===== src/rtl/pll_ctrl_pkg.sv =====
// pll_ctrl_pkg
// Shared definitions for the PLL acquisition/lock sequencer:
//   - state_t     : FSM state encoding (also exported on the debug state port)
//   - CFG_W       : width of the signed k/N/A config words and of phase_err
//   - abs_sat()   : saturating magnitude of a signed config-width value
package pll_ctrl_pkg;

   localparam int CFG_W = 8;

   typedef enum logic [2:0] {
      ST_IDLE   = 3'd0,
      ST_RST    = 3'd1,
      ST_ACQ    = 3'd2,
      ST_TRACK  = 3'd3,
      ST_LOCKED = 3'd4,
      ST_FAULT  = 3'd5
   } state_t;

   // Magnitude of a two's complement value; the most negative code has no
   // positive counterpart, so it is clamped to the largest positive code.
   function automatic logic [CFG_W-1:0] abs_sat(input logic [CFG_W-1:0] v);
      logic [CFG_W-1:0] r;
      if (v == {1'b1, {(CFG_W-1){1'b0}}}) begin
         r = {1'b0, {(CFG_W-1){1'b1}}};
      end else if (v[CFG_W-1]) begin
         r = (~v) + {{(CFG_W-1){1'b0}}, 1'b1};
      end else begin
         r = v;
      end
      return r;
   endfunction

endpackage


===== src/rtl/pll_err_qual.sv =====
// pll_err_qual
// Classifies each strobed phase-error sample as good (|err| <= LOCK_THRESH)
// or bad and keeps consecutive good/bad run lengths.
// Ports:
//   clk, reset  : clock, synchronous active-high reset
//   clr         : zero both run counters (FSM state entry)
//   err_valid   : sample strobe, already gated by the FSM
//   phase_err   : signed phase error
//   good_cnt    : consecutive good samples (saturates at all-ones)
//   bad_cnt     : consecutive bad samples (saturates at all-ones)
module pll_err_qual
   import pll_ctrl_pkg::*;
#(
   parameter int CNT_W       = 12,
   parameter int LOCK_THRESH = 8
) (
   input  logic             clk,
   input  logic             reset,
   input  logic             clr,
   input  logic             err_valid,
   input  logic [CFG_W-1:0] phase_err,
   output logic [CNT_W-1:0] good_cnt,
   output logic [CNT_W-1:0] bad_cnt
);

   localparam logic [CFG_W-1:0] THRESH_C = CFG_W'(LOCK_THRESH);
   localparam logic [CNT_W-1:0] CNT_MAX_C = {CNT_W{1'b1}};
   localparam logic [CNT_W-1:0] CNT_ONE_C = {{(CNT_W-1){1'b0}}, 1'b1};

   logic [CFG_W-1:0] mag_s;
   logic             good_s;
   logic [CNT_W-1:0] good_cnt_r;
   logic [CNT_W-1:0] bad_cnt_r;

   // Sample magnitude and threshold classification
   always_comb begin
      mag_s  = abs_sat(phase_err);
      good_s = (mag_s <= THRESH_C);
   end

   // Consecutive run counters: a sample of one kind breaks the other run
   always_ff @(posedge clk) begin
      if (reset) begin
         good_cnt_r <= {CNT_W{1'b0}};
         bad_cnt_r  <= {CNT_W{1'b0}};
      end else if (clr) begin
         good_cnt_r <= {CNT_W{1'b0}};
         bad_cnt_r  <= {CNT_W{1'b0}};
      end else if (err_valid) begin
         if (good_s) begin
            good_cnt_r <= (good_cnt_r == CNT_MAX_C) ? good_cnt_r : good_cnt_r + CNT_ONE_C;
            bad_cnt_r  <= {CNT_W{1'b0}};
         end else begin
            good_cnt_r <= {CNT_W{1'b0}};
            bad_cnt_r  <= (bad_cnt_r == CNT_MAX_C) ? bad_cnt_r : bad_cnt_r + CNT_ONE_C;
         end
      end
   end

   assign good_cnt = good_cnt_r;
   assign bad_cnt  = bad_cnt_r;

endmodule


===== src/rtl/pll_lock_ctrl.sv =====
// pll_lock_ctrl
// Acquisition and lock sequencer for the PLL datapath. Latches k/N/A config
// through a valid/ready handshake, holds the PLL in reset, then steps through
// wide-gain acquisition, narrow-gain tracking and lock monitoring, judging
// lock from the strobed phase-error stream.
// Ports:
//   clk, reset            : clock, synchronous active-high reset
//   cfg_valid/cfg_ready   : config handshake (ready only in IDLE and FAULT)
//   cfg_k, cfg_n, cfg_a   : signed config words
//   start, stop           : single-cycle control pulses
//   err_valid, phase_err  : phase-error sample stream
//   pll_reset             : PLL reset (high in IDLE, RST, FAULT)
//   pll_k, pll_n, pll_a   : latched config driven to the PLL
//   gain_sel              : 1 = wide acquisition gain (ACQ only)
//   locked, fault         : status flags
//   state                 : current state code
// All outputs come straight from flops; there is no input-to-output path.
module pll_lock_ctrl
   import pll_ctrl_pkg::*;
#(
   parameter int LOCK_THRESH = 8,
   parameter int LOCK_CNT    = 16,
   parameter int UNLOCK_CNT  = 4,
   parameter int ACQ_TIMEOUT = 1024,
   parameter int RST_CYCLES  = 4,
   parameter int CNT_W       = 12
) (
   input  logic             clk,
   input  logic             reset,
   input  logic             cfg_valid,
   output logic             cfg_ready,
   input  logic [CFG_W-1:0] cfg_k,
   input  logic [CFG_W-1:0] cfg_n,
   input  logic [CFG_W-1:0] cfg_a,
   input  logic             start,
   input  logic             stop,
   input  logic             err_valid,
   input  logic [CFG_W-1:0] phase_err,
   output logic             pll_reset,
   output logic [CFG_W-1:0] pll_k,
   output logic [CFG_W-1:0] pll_n,
   output logic [CFG_W-1:0] pll_a,
   output logic             gain_sel,
   output logic             locked,
   output logic             fault,
   output logic [2:0]       state
);

   // Counters are compared on the cycle before a transition, so the timers
   // use "last cycle" constants: RST lasts exactly RST_CYCLES cycles and the
   // ACQ/TRACK budget expires exactly ACQ_TIMEOUT cycles after ACQ entry.
   localparam logic [CNT_W-1:0] HALF_C      = CNT_W'(LOCK_CNT / 2);
   localparam logic [CNT_W-1:0] LOCK_C      = CNT_W'(LOCK_CNT);
   localparam logic [CNT_W-1:0] UNLOCK_C    = CNT_W'(UNLOCK_CNT);
   localparam logic [CNT_W-1:0] RST_LAST_C  = CNT_W'(RST_CYCLES - 1);
   localparam logic [CNT_W-1:0] TMO_LAST_C  = CNT_W'(ACQ_TIMEOUT - 1);
   localparam logic [CNT_W-1:0] CNT_ONE_C   = {{(CNT_W-1){1'b0}}, 1'b1};

   state_t           state_r;
   state_t           state_nxt_s;
   logic [CNT_W-1:0] rst_cnt_r;
   logic [CNT_W-1:0] tmo_cnt_r;
   logic [CFG_W-1:0] pll_k_r;
   logic [CFG_W-1:0] pll_n_r;
   logic [CFG_W-1:0] pll_a_r;
   logic             cfg_ready_r;
   logic             pll_reset_r;
   logic             gain_sel_r;
   logic             locked_r;
   logic             fault_r;
   logic             hs_s;
   logic [CFG_W-1:0] eff_n_s;
   logic             clr_s;
   logic             err_en_s;
   logic [CNT_W-1:0] good_cnt_s;
   logic [CNT_W-1:0] bad_cnt_s;
   logic             pll_reset_nxt_s;
   logic             cfg_ready_nxt_s;
   logic             gain_sel_nxt_s;
   logic             locked_nxt_s;
   logic             fault_nxt_s;

   // Handshake, effective N for the start check, sample gating
   always_comb begin
      hs_s     = cfg_valid & cfg_ready_r;
      eff_n_s  = hs_s ? cfg_n : pll_n_r;
      err_en_s = err_valid & ((state_r == ST_ACQ) || (state_r == ST_TRACK) ||
                              (state_r == ST_LOCKED));
   end

   pll_err_qual #(
      .CNT_W       (CNT_W),
      .LOCK_THRESH (LOCK_THRESH)
   ) u_qual (
      .clk       (clk),
      .reset     (reset),
      .clr       (clr_s),
      .err_valid (err_en_s),
      .phase_err (phase_err),
      .good_cnt  (good_cnt_s),
      .bad_cnt   (bad_cnt_s)
   );

   // Next-state logic; stop wins, then timers, then sample counts
   always_comb begin
      state_nxt_s = state_r;
      clr_s       = 1'b0;
      if (stop) begin
         state_nxt_s = ST_IDLE;
      end else begin
         case (state_r)
            ST_IDLE, ST_FAULT: begin
               if (start) begin
                  state_nxt_s = (eff_n_s == {CFG_W{1'b0}}) ? ST_FAULT : ST_RST;
               end else begin
                  state_nxt_s = state_r;
               end
            end
            ST_RST: begin
               if (rst_cnt_r == RST_LAST_C) begin
                  state_nxt_s = ST_ACQ;
                  clr_s       = 1'b1;
               end else begin
                  state_nxt_s = ST_RST;
               end
            end
            ST_ACQ: begin
               if (tmo_cnt_r == TMO_LAST_C) begin
                  state_nxt_s = ST_FAULT;
               end else if (good_cnt_s >= HALF_C) begin
                  state_nxt_s = ST_TRACK;
                  clr_s       = 1'b1;
               end else begin
                  state_nxt_s = ST_ACQ;
               end
            end
            ST_TRACK: begin
               if (tmo_cnt_r == TMO_LAST_C) begin
                  state_nxt_s = ST_FAULT;
               end else if (bad_cnt_s >= UNLOCK_C) begin
                  state_nxt_s = ST_ACQ;
                  clr_s       = 1'b1;
               end else if (good_cnt_s >= LOCK_C) begin
                  state_nxt_s = ST_LOCKED;
               end else begin
                  state_nxt_s = ST_TRACK;
               end
            end
            ST_LOCKED: begin
               if (bad_cnt_s >= UNLOCK_C) begin
                  state_nxt_s = ST_ACQ;
                  clr_s       = 1'b1;
               end else begin
                  state_nxt_s = ST_LOCKED;
               end
            end
            default: begin
               state_nxt_s = ST_IDLE;
            end
         endcase
      end
   end

   // Output decode of the next state, registered alongside the state
   always_comb begin
      pll_reset_nxt_s = 1'b1;
      cfg_ready_nxt_s = 1'b0;
      gain_sel_nxt_s  = 1'b0;
      locked_nxt_s    = 1'b0;
      fault_nxt_s     = 1'b0;
      case (state_nxt_s)
         ST_IDLE:   cfg_ready_nxt_s = 1'b1;
         ST_RST:    pll_reset_nxt_s = 1'b1;
         ST_ACQ: begin
            pll_reset_nxt_s = 1'b0;
            gain_sel_nxt_s  = 1'b1;
         end
         ST_TRACK:  pll_reset_nxt_s = 1'b0;
         ST_LOCKED: begin
            pll_reset_nxt_s = 1'b0;
            locked_nxt_s    = 1'b1;
         end
         ST_FAULT: begin
            cfg_ready_nxt_s = 1'b1;
            fault_nxt_s     = 1'b1;
         end
         default:   pll_reset_nxt_s = 1'b1;
      endcase
   end

   // State, timers, config and output registers
   always_ff @(posedge clk) begin
      if (reset) begin
         state_r     <= ST_IDLE;
         rst_cnt_r   <= {CNT_W{1'b0}};
         tmo_cnt_r   <= {CNT_W{1'b0}};
         pll_k_r     <= {CFG_W{1'b0}};
         pll_n_r     <= {CFG_W{1'b0}};
         pll_a_r     <= {CFG_W{1'b0}};
         cfg_ready_r <= 1'b1;
         pll_reset_r <= 1'b1;
         gain_sel_r  <= 1'b0;
         locked_r    <= 1'b0;
         fault_r     <= 1'b0;
      end else begin
         state_r     <= state_nxt_s;
         cfg_ready_r <= cfg_ready_nxt_s;
         pll_reset_r <= pll_reset_nxt_s;
         gain_sel_r  <= gain_sel_nxt_s;
         locked_r    <= locked_nxt_s;
         fault_r     <= fault_nxt_s;
         // RST dwell counter restarts from zero on every RST entry
         rst_cnt_r   <= (state_r == ST_RST) ? rst_cnt_r + CNT_ONE_C : {CNT_W{1'b0}};
         // Timeout spans ACQ and TRACK together, restarting on each ACQ entry
         if ((state_nxt_s == ST_ACQ) && (state_r != ST_ACQ)) begin
            tmo_cnt_r <= {CNT_W{1'b0}};
         end else if ((state_r == ST_ACQ) || (state_r == ST_TRACK)) begin
            tmo_cnt_r <= tmo_cnt_r + CNT_ONE_C;
         end
         if (hs_s) begin
            pll_k_r <= cfg_k;
            pll_n_r <= cfg_n;
            pll_a_r <= cfg_a;
         end
      end
   end

   assign state     = state_r;
   assign cfg_ready = cfg_ready_r;
   assign pll_reset = pll_reset_r;
   assign gain_sel  = gain_sel_r;
   assign locked    = locked_r;
   assign fault     = fault_r;
   assign pll_k     = pll_k_r;
   assign pll_n     = pll_n_r;
   assign pll_a     = pll_a_r;

endmodule


===== config.mk =====
export PLATFORM = sky130hd
export DESIGN_NAME = pll_lock_ctrl
export DESIGN_NICKNAME = d
export VERILOG_FILES = /design/src/rtl/pll_ctrl_pkg.sv /design/src/rtl/pll_err_qual.sv /design/src/rtl/pll_lock_ctrl.sv
export SDC_FILE = /design/constraint.sdc
export NUM_CORES = 1
export LEC_CHECK = 0
export BUFFER_PORTS_ARGS = -buffer_cell sky130_fd_sc_hd__buf_2
export CORE_MARGIN = 4
export CORE_UTILIZATION = 30
export DETAILED_ROUTE_END_ITERATION = 8
export SETUP_SLACK_MARGIN = 0.4
export SLEW_MARGIN = 20
export SYNTH_ARGS = -nofsm -noshare
export SYNTH_HDL_FRONTEND = slang
export SYNTH_SLANG_ARGS = --single-unit
export TNS_END_PERCENT = 100

===== constraint.sdc =====
create_clock -name clk -period 3.4 [get_ports clk]
set_input_delay 0.85 -clock clk [delete_from_list [all_inputs] [get_ports clk]]
set_output_delay 0.85 -clock clk [all_outputs]
set_load 0.01 [all_outputs]

=== Word-level counts from Yosys, hierarchy flattened ===
Cells that the tools add are included.

* Register bits after elaboration: 80
* Bits of input ports: 38
* Output and inout bits: 32
* Word-level logic and storage cells: 87

* Add/subtract/negate cells: 5
* Order comparisons: 4
* Eq/ne operators: 17
* Multiplexer cells: 30
* Bitwise operators: 4
* Reduce and logical (&&, ||, !) cells: 14

{| class="wikitable"
|+ Operator list
! cell !! count
|-
| adder 12 x 1 -> 12 bit, second input constant || 4
|-
| 2-to-1 mux 12 bit || 4
|-
| equality test 12 bit, second input constant || 2
|-
| 2-to-1 mux 3 bit || 8
|-
| 2-to-1 mux 8 bit || 3
|-
| case mux 3 bit (5 select lines) || 1
|-
| equality test 12 x 10 -> 1 bit, second input constant || 1
|-
| equality test 12 x 2 -> 1 bit, second input constant || 1
|-
| equality test 3 x 2 -> 1 bit, second input constant || 4
|-
| equality test 3 bit, second input constant || 4
|-
| >= comparator 12 x 3 -> 1 bit, second input constant || 1
|-
| >= comparator 12 x 4 -> 1 bit, second input constant || 1
|-
| >= comparator 12 x 5 -> 1 bit, second input constant || 1
|-
| 2-to-1 mux 1 bit || 12
|-
| OR reduction 2 bit || 5
|-
| adder 8 x 1 -> 8 bit, second input constant || 1
|-
| equality test 8 bit, second input constant || 1
|-
| less-or-equal comparator 8 x 4 -> 1 bit, second input constant || 1
|-
| zero test 8 bit || 1
|-
| inverter 8 bit || 1
|-
| zero test 3 bit || 2
|-
| case mux 1 bit (4 select lines) || 1
|-
| AND reduction 2 bit || 2
|-
| equality test 3 x 1 -> 1 bit, second input constant || 1
|-
| other kinds (9) || 11
|}

=== Longest topological paths before layout ===
* Word-level depth: 10
* Depth in mapped cells: 10
* Depth with buffers taken out: 8

=== Hierarchy ===
From an unflattened synthesis, not the netlist that was laid out.

* Cells, all modules: 453
* Area total of the unflattened synthesis: 3,724.8 um^2

{| class="wikitable"
|+ Modules (own cells, without submodules)
! module !! times used !! cells each !! area an instance (um^2) !! seq. area each (um^2)
|-
| pll_lock_ctrl || 1 || 289 || 2,406.1 || 1,121.1
|-
| pll_err_qual || 1 || 164 || 1,318.8 || 480.5
|}

=== Worst setup path after synthesis ===
Ideal clock, no wire load.

* Path kind: input to register
* From: in phase_err[0]
* To: reg u_qual.bad_cnt_r[8], in the netlist u_qual.bad_cnt[8]
* Setup time: 71 ps
* Data arrival time: 2,722 ps
* Required time: 3,329 ps
* Slack: 607 ps
* Stages on the path: 9
* Path buffers: 1
* Cells stage by stage: inv_1 > ha_1 > nor4bb_1 > o211ai_1 > o31ai_1 > buf_2 > a21boi_0 > or4_1 > a21oi_1

* Longest elaborated chain between the ends: 7
* Elaborated cells between the ends (all ways): 9
* Those cells by class: add/sub (1); order compare (1); eq/ne (2); mux (3); bitwise (1); reduce/logical (1)

{| class="wikitable"
|+ RTL lines
! what !! RTL line !! source
|-
| from (decl) || pll_lock_ctrl.sv:38 || <nowiki>input logic [CFG_W-1:0] phase_err,</nowiki>
|-
| inverter 8 bit || pll_ctrl_pkg.sv:26 || <nowiki>r = (~v) + {{(CFG_W-1){1'b0}}, 1'b1};</nowiki>
|-
| adder 8 x 1 -> 8 bit || pll_ctrl_pkg.sv:26 ||
|-
| 2-to-1 mux 8 bit || pll_ctrl_pkg.sv:25 || <nowiki>end else if (v[CFG_W-1]) begin</nowiki>
|-
| 2-to-1 mux 8 bit (*) || pll_ctrl_pkg.sv:23 || <nowiki>if (v == {1'b1, {(CFG_W-1){1'b0}}}) begin</nowiki>
|-
| less-or-equal comparator 8 x 4 -> 1 bit (*) || pll_err_qual.sv:38 || <nowiki>good_s = (mag_s <= THRESH_C);</nowiki>
|-
| inequality test 2 x 1 -> 1 bit (no line) || -- ||
|-
| AND reduction 2 bit (no line) || -- ||
|-
| to (signal assigned) || pll_err_qual.sv:45 || <nowiki>bad_cnt_r <= {CNT_W{1'b0}};</nowiki>
|-
| to (signal assigned) || pll_err_qual.sv:48 || <nowiki>bad_cnt_r <= {CNT_W{1'b0}};</nowiki>
|-
| to (signal assigned) || pll_err_qual.sv:52 || <nowiki>bad_cnt_r <= {CNT_W{1'b0}};</nowiki>
|-
| to (decl) || pll_err_qual.sv:33 || <nowiki>logic [CNT_W-1:0] bad_cnt_r;</nowiki>
|}

Mark *: on every way between the ends. The rest lies on a longest branch, timed or not.
A chain may end at the register's enable or synchronous reset.

=== Worst setup path after layout ===
* From: in phase_err[0]
* To: reg u_qual.good_cnt_r[7], in the netlist u_qual.good_cnt[7]

* Longest elaborated chain between the ends: 7
* Elaborated cells between the ends (all ways): 9
* Those cells by class: add/sub (1); order compare (1); eq/ne (2); mux (3); bitwise (1); reduce/logical (1)

{| class="wikitable"
|+ RTL lines
! what !! RTL line !! source
|-
| inverter 8 bit || pll_ctrl_pkg.sv:26 ||
|-
| adder 8 x 1 -> 8 bit || pll_ctrl_pkg.sv:26 ||
|-
| 2-to-1 mux 8 bit || pll_ctrl_pkg.sv:25 ||
|-
| 2-to-1 mux 8 bit (*) || pll_ctrl_pkg.sv:23 ||
|-
| less-or-equal comparator 8 x 4 -> 1 bit (*) || pll_err_qual.sv:38 ||
|-
| inequality test 2 bit (no line) || -- ||
|-
| AND reduction 2 bit (no line) || -- ||
|-
| to (signal assigned) || pll_err_qual.sv:44 || <nowiki>good_cnt_r <= {CNT_W{1'b0}};</nowiki>
|-
| to (signal assigned) || pll_err_qual.sv:47 || <nowiki>good_cnt_r <= {CNT_W{1'b0}};</nowiki>
|-
| to (signal assigned) || pll_err_qual.sv:51 || <nowiki>good_cnt_r <= (good_cnt_r == CNT_MAX_C) ? good_cnt_r : good_cnt_r + CNT_ONE_C;</nowiki>
|-
| to (decl) || pll_err_qual.sv:32 || <nowiki>logic [CNT_W-1:0] good_cnt_r;</nowiki>
|}

Marked as above.

==> qor_table.md <==
| Result | Reported | Unit |
| --- | --- | --- |
| Status | complete, no violations | - |
| Total length of routed wires | 8850 | um |
| Yosys synthesis warning count | 0 | - |
| Total die area | 14590 | um2 |
| Number of max-slew violations in the final report | 0 | - |
| Max-cap violations | 0 | - |
| Hold Path Sink | pll_k[3]$_SDFFE_PP0P_ | - |
| Antenna-violating nets left | 0 | - |
| Average via count per standard cell | 4.853 | - |
| Shortest period the worst path allows | 2.671 | ns |
| Overall power after layout | 0.002180 | W |
| Clock latency on the worst-skew pair | 0.34 | ns |
| Reg2reg setup slack | 0.98 | ns |
| Endpoint type of the worst setup path | register | - |
| Post-synth EDFFs | 0 | - |
| Kind of critical path | in2reg | - |
| Die extent in x | 120.8 | um |
| Cell-by-cell listing of the critical path | buf_2 -> inv_1 -> ha_1 -> nor4bb_1 -> o211ai_1 -> o31ai_2 -> nand2_1 -> a221o_1 -> a21oi_1 | - |
| Drt drc | 0 | - |
| Max FO, Critical Path | 10 | - |
| Slew at the pin closest to its max-slew limit | 0.7130 | ns |
| Mean Syn Cell Area | 8.172 | um2 |
| Portion of the post-synthesis area used by sequential elements | 41.97 | % |
| NumNets Final | 574 | - |
| Vias in the first global route | 3304 | - |
| CTS Buf Count | 9 | - |
| Post-synth top area share | 41.97 | % |
| Combined buffer and inverter count along the critical path | 2 | - |
| Die height | 120.8 | um |
| Starting density of the core | 31.25 | % |
| Area added between synthesis and finish | 21.41 | % |
| Core region area | 12210 | um2 |
| Worst R2R Start | u_qual.good_cnt[7]$_SDFFE_PP0P_ | - |
| GRT Overall Usage | 12.32 | % |
| Worst min-delay path category | reg2reg | - |
| Cell family with the largest share of critical-path delay | compound AO/OA/AOI/OAI gates | - |
| First-pass GRT wire length | 14870 | um |
| Num rows | 40 | - |
| Leak Pwr | 1.838 | nW |
| Number of hold violations in the final report | 0 | - |
| Fraction of layout cells with a size suffix above 1 | 18.35 | % |
| Post-route design area | 4633 | um2 |
| Commonest cells in the synthesized netlist | dfxtp_1 (80), nand2_1 (72), nor2_1 (50), a21oi_1 (46), xor2_1 (21) | - |
| Most frequently used cell type in the post-synthesis netlist | dfxtp_1 | - |
| Inserted Diodes | 0 | - |
| Unrepaired setup endpoints after global routing | no | - |
| Instance count after placement with tap cells included | 686 | - |
| Largest net degree at the start of global routing | 34 | - |
| Post-synthesis async set-or-reset flop share | 0 | % |
| Dominant synthesized flop cell | dfxtp_1 | - |
| End of the worst register-to-register path | u_qual.good_cnt[7]$_SDFFE_PP0P_ | - |
| Reg2reg path depth | 6 | - |
| Synthesized netlist net count | 512 | - |
| Setup violation total in the final timing report | 0 | - |
| Required time at the endpoint of the critical path | 3.67 | ns |
| Post-DP Area | 4297 | um2 |
| IO buf count | 69 | - |
| Number of sinks on the clock net | 80 | - |
| Cell area power density | 470.6 | nW/um2 |
| Data arrival at the endpoint of the critical path | 2.94 | ns |
| Clock-pin slew on the worst setup and hold paths | 0.06 | ns |
| Largest area contributor in the netlist | dfxtp_1 | - |
| Number of optimization iterations in the first detailed-route pass | 4 | - |
| Number of antenna violations at the first check in global routing | 0 | - |
| Element type at the critical path start | input port | - |
| Maximum number of buffers from clock root to sink | 2 | - |
| # IOs | 70 | - |
| Clock tree from TritonCTS | yes | - |
| Setup fix buffers added after clock tree synthesis | 0 | - |
| Slowest stage cell on the critical path | a221o_1 | - |
| Via count of the routed design | 3407 | - |
| Synth Instances | 467 | - |
| Number of storage elements in the synthesis netlist | 80 | - |
| Leading cell types by total area after synthesis | dfxtp_1 (42%), nand2_1 (7.1%), a21oi_1 (6.0%) | - |
| Residual overflow from global routing | 0 | - |
| Final Wtd Congestion | 0.8257 | - |
| Period utilization | 78.55 | % |
| First DRT Iteration DRCs | 186 | - |
| Half-perimeter wire length after detailed placement | 6600 | um |
| Cells on Worst Hold Path | 2 | - |
| Post-synthesis instance area | 3816 | um2 |
| Slew Limit Headroom | 52.36 | % |
| Number of distinct standard cells referenced by the synthesized netlist | 57 | - |
| Worst hold margin | 0.4506 | ns |
| Wirelength per Cell | 12.61 | um |
| Maximum VDD drop | 229.2 | uV |
| Hold path start | pll_k[3]$_SDFFE_PP0P_ | - |
| Clk root buf | clkbuf_16 | - |
| Setup Total Neg Slack | 0 | ns |
| Count of H-tree levels built during CTS | 3 | - |
| Number of standard cells in the layout, taps in and fillers out | 702 | - |
| Highest cell delay on the worst timing path | 0.50 | ns |
| Maximum clock rate | 374.4 | MHz |
| Final worst clock skew | 0.004278 | ns |
sequential cells by signal (all words and copies together) (netlist names):
name / flops
cfg_ready: 1
fault: 1
gain_sel: 1
locked: 1
pll_a: 8
pll_k: 8
pll_n: 8
pll_reset: 1
rst_cnt_r: 12
state: 3
tmo_cnt_r: 12
u_qual.bad_cnt: 12
u_qual.good_cnt: 12
logic make-up (layout without fill, tap and decap cells):
group	count (synthesis)	in the layout	share of synthesized area [%]
muxes	1	1	0.2951
xor gates and xnor gates	36	36	8.262
buffers and inverters	35	102	4.131
adders and majority gates	7	7	2.295
AOI/OAI and AO/OA	88	88	14.82
DFF	80	80	41.97
and+or+nand+nor	220	220	28.23
worst reg2reg max path: cells and delay by family (launching register included):
kind / cells / cell delay, ns
AND/OR/NAND/NOR: 3 / 1.06
AO/OA/AOI/OAI: 3 / 0.94
flip-flops: 1 / 0.36
how the worst max path moves through the flow:
stage / from / to / slack (ns) / cells after the start
2_1_floorplan: phase_err[0] / u_qual.bad_cnt[8]$_SDFFE_PP0P_ / 0.61 / 9
3_3_place_gp: phase_err[0] / u_qual.bad_cnt[8]$_SDFFE_PP0P_ / 0.36 / 9
3_5_place_dp: phase_err[0] / u_qual.bad_cnt[8]$_SDFFE_PP0P_ / 0.26 / 9
4_1_cts: phase_err[0] / u_qual.bad_cnt[8]$_SDFFE_PP0P_ / 0.61 / 9
5_1_grt: phase_err[0] / u_qual.bad_cnt[8]$_SDFFE_PP0P_ / 0.54 / 9
6_report: phase_err[0] / u_qual.good_cnt[7]$_SDFFE_PP0P_ / 0.73 / 9
cell type report:
class	count	area, um2
multi-input cells	352	2062
clock inverters	5	78.83
fillers	1294	7579
repair buffers	74	382.9
well taps	168	210.2
flip-flops and latches	80	1602
inverters	12	45.04
clock buffers	11	252.7
power breakdown:
group,internal [W],switching [W],total (W)
Sequential,0.000958,0.0000139,0.000972
Combinational,0.0000660,0.0000927,0.000159
Clock,0.000681,0.000369,0.00105
Total,0.00170,0.000475,0.00218
per-stage QoR:
step                      utilization, %  setup slack, ns
final                              37.94           0.7292
after global routing               37.94           0.5444
after CTS                          37.90           0.6135
after detailed placement           35.18           0.2600
after global placement             35.18           0.3571
after floorplan                        -           0.6071
repair_timing:
action | CTS | global route
hold buffers | 0 | 0
resized for setup | 0 | 1
endpoints found under the setup margin | 0 | 1
layout by cell type (no fill, tap or decap), types with 2 or more instances in the layout:
master and n:
dfxtp_1 80, nand2_1 72, buf_2 69, nor2_1 50, a21oi_1 46, xor2_1 21, nand3_1 19, xnor2_1 15
and3_1 13, inv_1 12, nand4_1 12, nor3_1 9, clkbuf_16 9, nor4_1 8, ha_1 7, and2_1 6
nor2b_1 5, a211oi_1 5, o21ai_0 5, o31ai_1 5, buf_4 5, nand3b_1 4, or4_1 4, or3_1 3
nor3b_1 3, a31oi_1 3, and4_1 2, nor4bb_1 2, o21bai_1 2, nand2b_1 2, a221o_1 2, a21o_1 2
bufinv_16 2, clkinv_2 2, clkbuf_8 2
per-layer routing:
metal  vias up  track usage, %  wire (um)
met5         -               0          0
met4         0           4.958        145
met3        12           3.134        330
met2        54           20.40       4222
met1      1592           15.27       4151
li1       1749               -          -
(Power assumes the default switching activity.)
